$ cat config.mk
export PLATFORM = sky130hd
export DESIGN_NAME = bp_be_dcache_lce_mem_sched
export DESIGN_NICKNAME = d
export VERILOG_FILES = /design/src/rtl/bp_be_dcache_lce_pkg.sv /design/src/rtl/bp_be_dcache_lce_mem_sched_arb.sv /design/src/rtl/bp_be_dcache_lce_mem_sched.sv
export SDC_FILE = /design/constraint.sdc
export NUM_CORES = 1
export LEC_CHECK = 0
export ABC_AREA = 1
export CAP_MARGIN = 25
export CORE_MARGIN = 2
export CORE_UTILIZATION = 30
export CTS_CLUSTER_DIAMETER = 100
export DETAILED_ROUTE_END_ITERATION = 8
export PLACE_DENSITY = 0.8
export REMOVE_ABC_BUFFERS = 1
export SYNTH_ARGS = -nofsm -noshare
export SYNTH_HDL_FRONTEND = slang
export SYNTH_HIERARCHICAL = 1
export SYNTH_SLANG_ARGS = --single-unit
$ cat constraint.sdc
create_clock -name clk_i -period 1.62 [get_ports clk_i]
set_clock_uncertainty 0.1 [all_clocks]
set_input_delay 0.243 -clock clk_i [delete_from_list [all_inputs] [get_ports clk_i]]
set_output_delay 0.243 -clock clk_i [all_outputs]
set_load 0.01 [all_outputs]
$ cat src/rtl/bp_be_dcache_lce_pkg.sv
// bp_be_dcache_lce_pkg: shared opcodes, packet layouts and width macros for the dcache LCE write ports
`define BP_BE_DCACHE_LCE_TAG_MEM_PKT_WIDTH(sets_mp, ways_mp, tag_width_mp) (2+$clog2(sets_mp)+$clog2(ways_mp)+(tag_width_mp))
`define BP_BE_DCACHE_LCE_STAT_MEM_PKT_WIDTH(sets_mp, ways_mp) (2+$clog2(sets_mp)+2*$clog2(ways_mp))
package bp_be_dcache_lce_pkg;
  localparam int sets_lp = 64;
  localparam int ways_lp = 8;
  localparam int tag_width_lp = 10;
  typedef enum logic [1:0] {
    e_tag_set_clear  = 2'd0,
    e_tag_invalidate = 2'd1,
    e_tag_set_tag    = 2'd2
  } bp_be_dcache_lce_tag_op_e;
  typedef enum logic [1:0] {
    e_stat_set_clear   = 2'd0,
    e_stat_read        = 2'd1,
    e_stat_clear_dirty = 2'd2,
    e_stat_set_lru     = 2'd3
  } bp_be_dcache_lce_stat_op_e;
  typedef enum logic {e_init, e_ready} bp_be_dcache_lce_sched_state_e;
  typedef struct packed {
    bp_be_dcache_lce_tag_op_e       opcode;
    logic [$clog2(sets_lp)-1:0]     index;
    logic [$clog2(ways_lp)-1:0]     way;
    logic [tag_width_lp-1:0]        tag;
  } bp_be_dcache_lce_tag_mem_pkt_s;
  typedef struct packed {
    bp_be_dcache_lce_stat_op_e      opcode;
    logic [$clog2(sets_lp)-1:0]     index;
    logic [$clog2(ways_lp)-1:0]     way;
    logic [$clog2(ways_lp)-1:0]     lru_way;
  } bp_be_dcache_lce_stat_mem_pkt_s;
endpackage

$ cat src/rtl/bp_be_dcache_lce_mem_sched_arb.sv
// bp_be_dcache_lce_mem_sched_arb: two-way fixed-priority picker that hands requester 1 a turn after starve_limit_p losses
module bp_be_dcache_lce_mem_sched_arb #(
  parameter int starve_limit_p = 4
) (
  input  logic       clk_i,
  input  logic       reset_i,
  input  logic       en_i,
  input  logic [1:0] elig_i,
  input  logic       v1_i,
  output logic [1:0] grant_o
);
  localparam int CW = $clog2(starve_limit_p + 1);
  logic [CW-1:0] r_cnt;
  logic [CW-1:0] w_cnt_n;
  logic          w_pri1;
  logic          w_g0;
  logic          w_g1;
  assign w_pri1 = r_cnt == CW'(starve_limit_p);
  assign w_g1 = en_i & elig_i[1] & (w_pri1 | ~elig_i[0]);
  assign w_g0 = en_i & elig_i[0] & ~w_g1;
  assign grant_o = {w_g1, w_g0};
  // requester 0 can only beat an eligible requester 1 below the limit, so the count saturates by itself
  always_comb w_cnt_n = !en_i ? r_cnt : (w_g1 | ~v1_i) ? '0 : (w_g0 & elig_i[1]) ? r_cnt + CW'(1) : r_cnt;
  always_ff @(posedge clk_i) begin
    if (reset_i) r_cnt <= '0;
    else r_cnt <= w_cnt_n;
  end
endmodule

$ cat src/rtl/bp_be_dcache_lce_mem_sched.sv
// bp_be_dcache_lce_mem_sched: sole driver of dcache tag_mem/stat_mem LCE ports; clears every set after reset, then arbitrates two requesters
module bp_be_dcache_lce_mem_sched
  import bp_be_dcache_lce_pkg::*;
#(
  parameter int sets_p = 64,
  parameter int ways_p = 8,
  parameter int tag_width_p = 10,
  parameter int starve_limit_p = 4,
  localparam int tag_pkt_width_lp = `BP_BE_DCACHE_LCE_TAG_MEM_PKT_WIDTH(sets_p, ways_p, tag_width_p),
  localparam int stat_pkt_width_lp = `BP_BE_DCACHE_LCE_STAT_MEM_PKT_WIDTH(sets_p, ways_p)
) (
  input  logic                              clk_i,
  input  logic                              reset_i,
  output logic                              init_done_o,
  input  logic [1:0]                        req_v_i,
  input  logic [1:0]                        req_tag_v_i,
  input  logic [1:0]                        req_stat_v_i,
  input  logic [1:0][tag_pkt_width_lp-1:0]  req_tag_pkt_i,
  input  logic [1:0][stat_pkt_width_lp-1:0] req_stat_pkt_i,
  output logic [1:0]                        req_yumi_o,
  output logic                              tag_mem_pkt_v_o,
  output logic [tag_pkt_width_lp-1:0]       tag_mem_pkt_o,
  input  logic                              tag_mem_ready_i,
  output logic                              stat_mem_pkt_v_o,
  output logic [stat_pkt_width_lp-1:0]      stat_mem_pkt_o,
  input  logic                              stat_mem_ready_i
);
  localparam int IW = $clog2(sets_p);
  localparam int WW = $clog2(ways_p);
  bp_be_dcache_lce_sched_state_e r_state;
  bp_be_dcache_lce_sched_state_e w_state_n;
  logic [IW-1:0] r_idx;
  logic          w_init;
  logic          w_issue;
  logic [1:0]    w_elig;
  logic [1:0]    w_grant;
  logic          w_sel;
  assign w_init = r_state == e_init;
  // both memories clear together so a set is never half-initialised
  assign w_issue = w_init & tag_mem_ready_i & stat_mem_ready_i;
  assign w_elig = req_v_i & (~req_tag_v_i | {2{tag_mem_ready_i}}) & (~req_stat_v_i | {2{stat_mem_ready_i}});
  assign w_sel = w_grant[1];
  assign init_done_o = r_state == e_ready;
  always_ff @(posedge clk_i) begin
    if (reset_i) begin
      r_state <= e_init;
      r_idx <= '0;
    end else begin
      r_state <= w_state_n;
      r_idx <= r_idx + IW'(w_issue);
    end
  end
  always_comb w_state_n = (w_issue && r_idx == IW'(sets_p - 1)) ? e_ready : r_state;
  always_comb begin
    req_yumi_o = w_grant;
    tag_mem_pkt_v_o = w_init ? w_issue : |(w_grant & req_tag_v_i);
    stat_mem_pkt_v_o = w_init ? w_issue : |(w_grant & req_stat_v_i);
    tag_mem_pkt_o = w_init ? {e_tag_set_clear, r_idx, {(WW + tag_width_p){1'b0}}} : req_tag_pkt_i[w_sel];
    stat_mem_pkt_o = w_init ? {e_stat_set_clear, r_idx, {(2 * WW){1'b0}}} : req_stat_pkt_i[w_sel];
  end
  bp_be_dcache_lce_mem_sched_arb #(.starve_limit_p(starve_limit_p)) u_arb (
    .clk_i  (clk_i),
    .reset_i(reset_i),
    .en_i   (r_state == e_ready),
    .elig_i (w_elig),
    .v1_i   (req_v_i[1]),
    .grant_o(w_grant)
  );
endmodule

==> qor.csv <==
metric,value,unit
rsz0062_at_grt,true,
coreArea,4692,um2
pwr_density_cell,257.5,nW/um2
dpl.hpwl,4.015,mm
synth-async-reset-ratio,0,
maxSlewViolCount,0,
finalHoldViolCount,0,
fin_hold_ws,0.2185,ns
synthesis.instances,222,
cts_root_buffer,clkbuf_8,
worst_pin_slew,0.2720,ns
crit_arrival,1.74,ns
p_total,808.5,uW
violations,setup timing,
die_area,5384,um2
dr.pass1.iters,4,
num_antenna_cells,0,
p_sw,200.9,uW
synth_seq_cells,10,
grt_max_degree,19,
grtUsageTotal,0.2196,
place.gp.congestion,0.8209,
ys.warnings.count,6,
drtIter0Drc,64,
start_util,0.3077,
combPwrFrac,0.365,
clk_pin_slew_worst_paths,0.05,ns
synth-edff-count,0,
ys_types,26,
hold_path_class,in -> reg,
port_buffers,119,
grt_first_pass_wirelength,9.266,mm
via_per_inst,4.834,
ys_seq_area_frac,0.1386,
h-tree-depth,1,
antenna_found_initial,0,
route.detailed.drc,0,
instances_no_fill,428,
wl_per_cell,14.46,um
crit_required,1.28,ns
wl,6.187,mm
cts_buffers,3,
clk_path_buf_depth,2,
cp-start-kind,flip-flop,
synth-main-ff-cell,dfxtp_1,
syn_area_per_cell,6.504,um2
synth_common_cells,"nor2_1 (63), nand2_1 (25), inv_1 (22), o21ai_1 (16), o21ai_0 (13)",
num_rows,25,
pwr-share-clk,0.326,
internal_power,607.5,uW
cp_max_fo,9,
cts_hold_buf,0,
ant_nets,0,
dp_cells,405,
setup-violations-final,39,
switching_share,0.2485,
period_share,1.287,
dieHeight,73.38,um
yosys-top-cells-area,"nor2_1 (16%), dfxtp_1 (14%), o22ai_2 (10%)",
setup.worst_path.class,reg -> out,
vias,2069,
end_kind,output pin,
cap_violations,0,
grt_pass1_vias,2038,
synth.largest_area_cell,nor2_1,
fin_nets,460,
cts_sinks,10,
synthToLayoutAreaGrowth,117.4,%
slew_headroom,0.8181,
setup_slack,-0.4654,ns
ioPinCount,120,
synth.top_cell.area_share,0.1638,
status,finished with violations,
max_freq,479.5,MHz
worstSkewPairLatency,0.24,ns
cts_tree,done,
drive_above_1_share,0.4706,
p_seq_frac,0.310,
leakage,0.001384,uW
worst_ir_drop_vdd,0.0005063,V
finalCriticalPeriod,2.085,ns
grt_overflow_total,0,
syn_area,1444,um2
yosysMostFrequentCell,nor2_1,
die_w,73.38,um
[logic make-up (layout without fill, tap and decap cells)]
family | count (synthesis) | in the layout | share of synthesized area
simple gates | 107 | 107 | 0.3302
compound gates | 60 | 60 | 0.3094
buf+inv | 40 | 192 | 0.1811
flops | 10 | 10 | 0.1386
fa+ha+maj | 4 | 4 | 0.03466
xor+xnor | 1 | 1 | 0.006067
[final cells by class]
type	instances	area, um2
fill	373	1553
timing repair buffer	162	1478
sequential	10	206.4
tap	54	67.56
timing repair inverter	2	36.28
multi-input combinational	172	1200
clock buffer	3	41.29
inverter	25	110.1
[what timing repair did]
action	4_1_cts	5_1_grt
gates resized for setup	255	25
cloned	4	0
buffers inserted	18	3
endpoints found under the setup margin	43	43
pin swaps	29	19
[critical path, stage by stage, from the launching register on]
cell and delay (ns):
dfxtp_2 0.32, inv_2 0.07, ha_4 0.14, nand2_4 0.05
a21oi_4 0.22, buf_12 0.19, buf_12 0.15, inv_16 0.05
nor2_4 0.07, o22ai_2 0.08, buf_2 0.15
[layout by cell type (no fill, tap or decap), types with 13 or more instances in the layout]
| cell type | instances |
|---|---|
| nor2_4 | 19 |
| nand2_1 | 24 |
| buf_6 | 13 |
| clkdlybuf4s50_1 | 71 |
| o21ai_2 | 24 |
| o21ai_1 | 13 |
| nor2_1 | 41 |
| buf_4 | 24 |
| buf_2 | 36 |
| inv_1 | 17 |
[power groups by stage]
| stage | clock [uW] | sequential (uW) | combinational, uW |
|---|---|---|---|
| after floorplan | 0 | 257 | 39.8 |
| after global placement | 0 | 257 | 278 |
| after detailed placement | 0 | 257 | 280 |
| after CTS | 263 | 252 | 283 |
| after global routing | 286 | 250 | 312 |
| final | 263 | 250 | 295 |
[state kept, by name (all words and copies together), names as in the netlist]
register,flops
r_idx,6
u_arb/r_cnt,3
init_done_o,1
[through the flow]
stage / utilization / setup TNS [ns] / instance area, um2 / worst slack, ns
final: 0.6691 / -14.43 / 3139 / -0.4654
after global routing: 0.6691 / -17.51 / 3139 / -0.5389
after CTS: 0.6581 / -14.80 / 3088 / -0.4577
after detailed placement: 0.5848 / -43.09 / 2744 / -1.126
after global placement: 0.5848 / -42.02 / 2744 / -1.091
after floorplan: - / -69.81 / 1284 / -1.735
[worst paths after layout]
| path | from | end | slack, ns | depth (start not counted) |
|---|---|---|---|---|
| setup / recovery | u_arb/r_cnt[0] | tag_mem_pkt_o[13] | -0.47 | 10 |
| hold / removal | req_v_i[1] | u_arb/r_cnt[0] | 0.22 | 3 |
| setup reg to reg | init_done_o | r_idx[4] | 0.09 | 8 |
| hold reg to reg | r_idx[4] | r_idx[4] | 0.40 | 2 |
[layer usage]
metal | vias up | global-route usage | routed length, um
met3 | 8 | 0.05213 | 450
li1 | 1028 | - | -
met1 | 957 | 0.2238 | 2299
met4 | 0 | 0.07677 | 93
met2 | 76 | 0.4294 | 3344
met5 | - | 0 | 0
No activity file was read; power rests on OpenSTA's default activity.
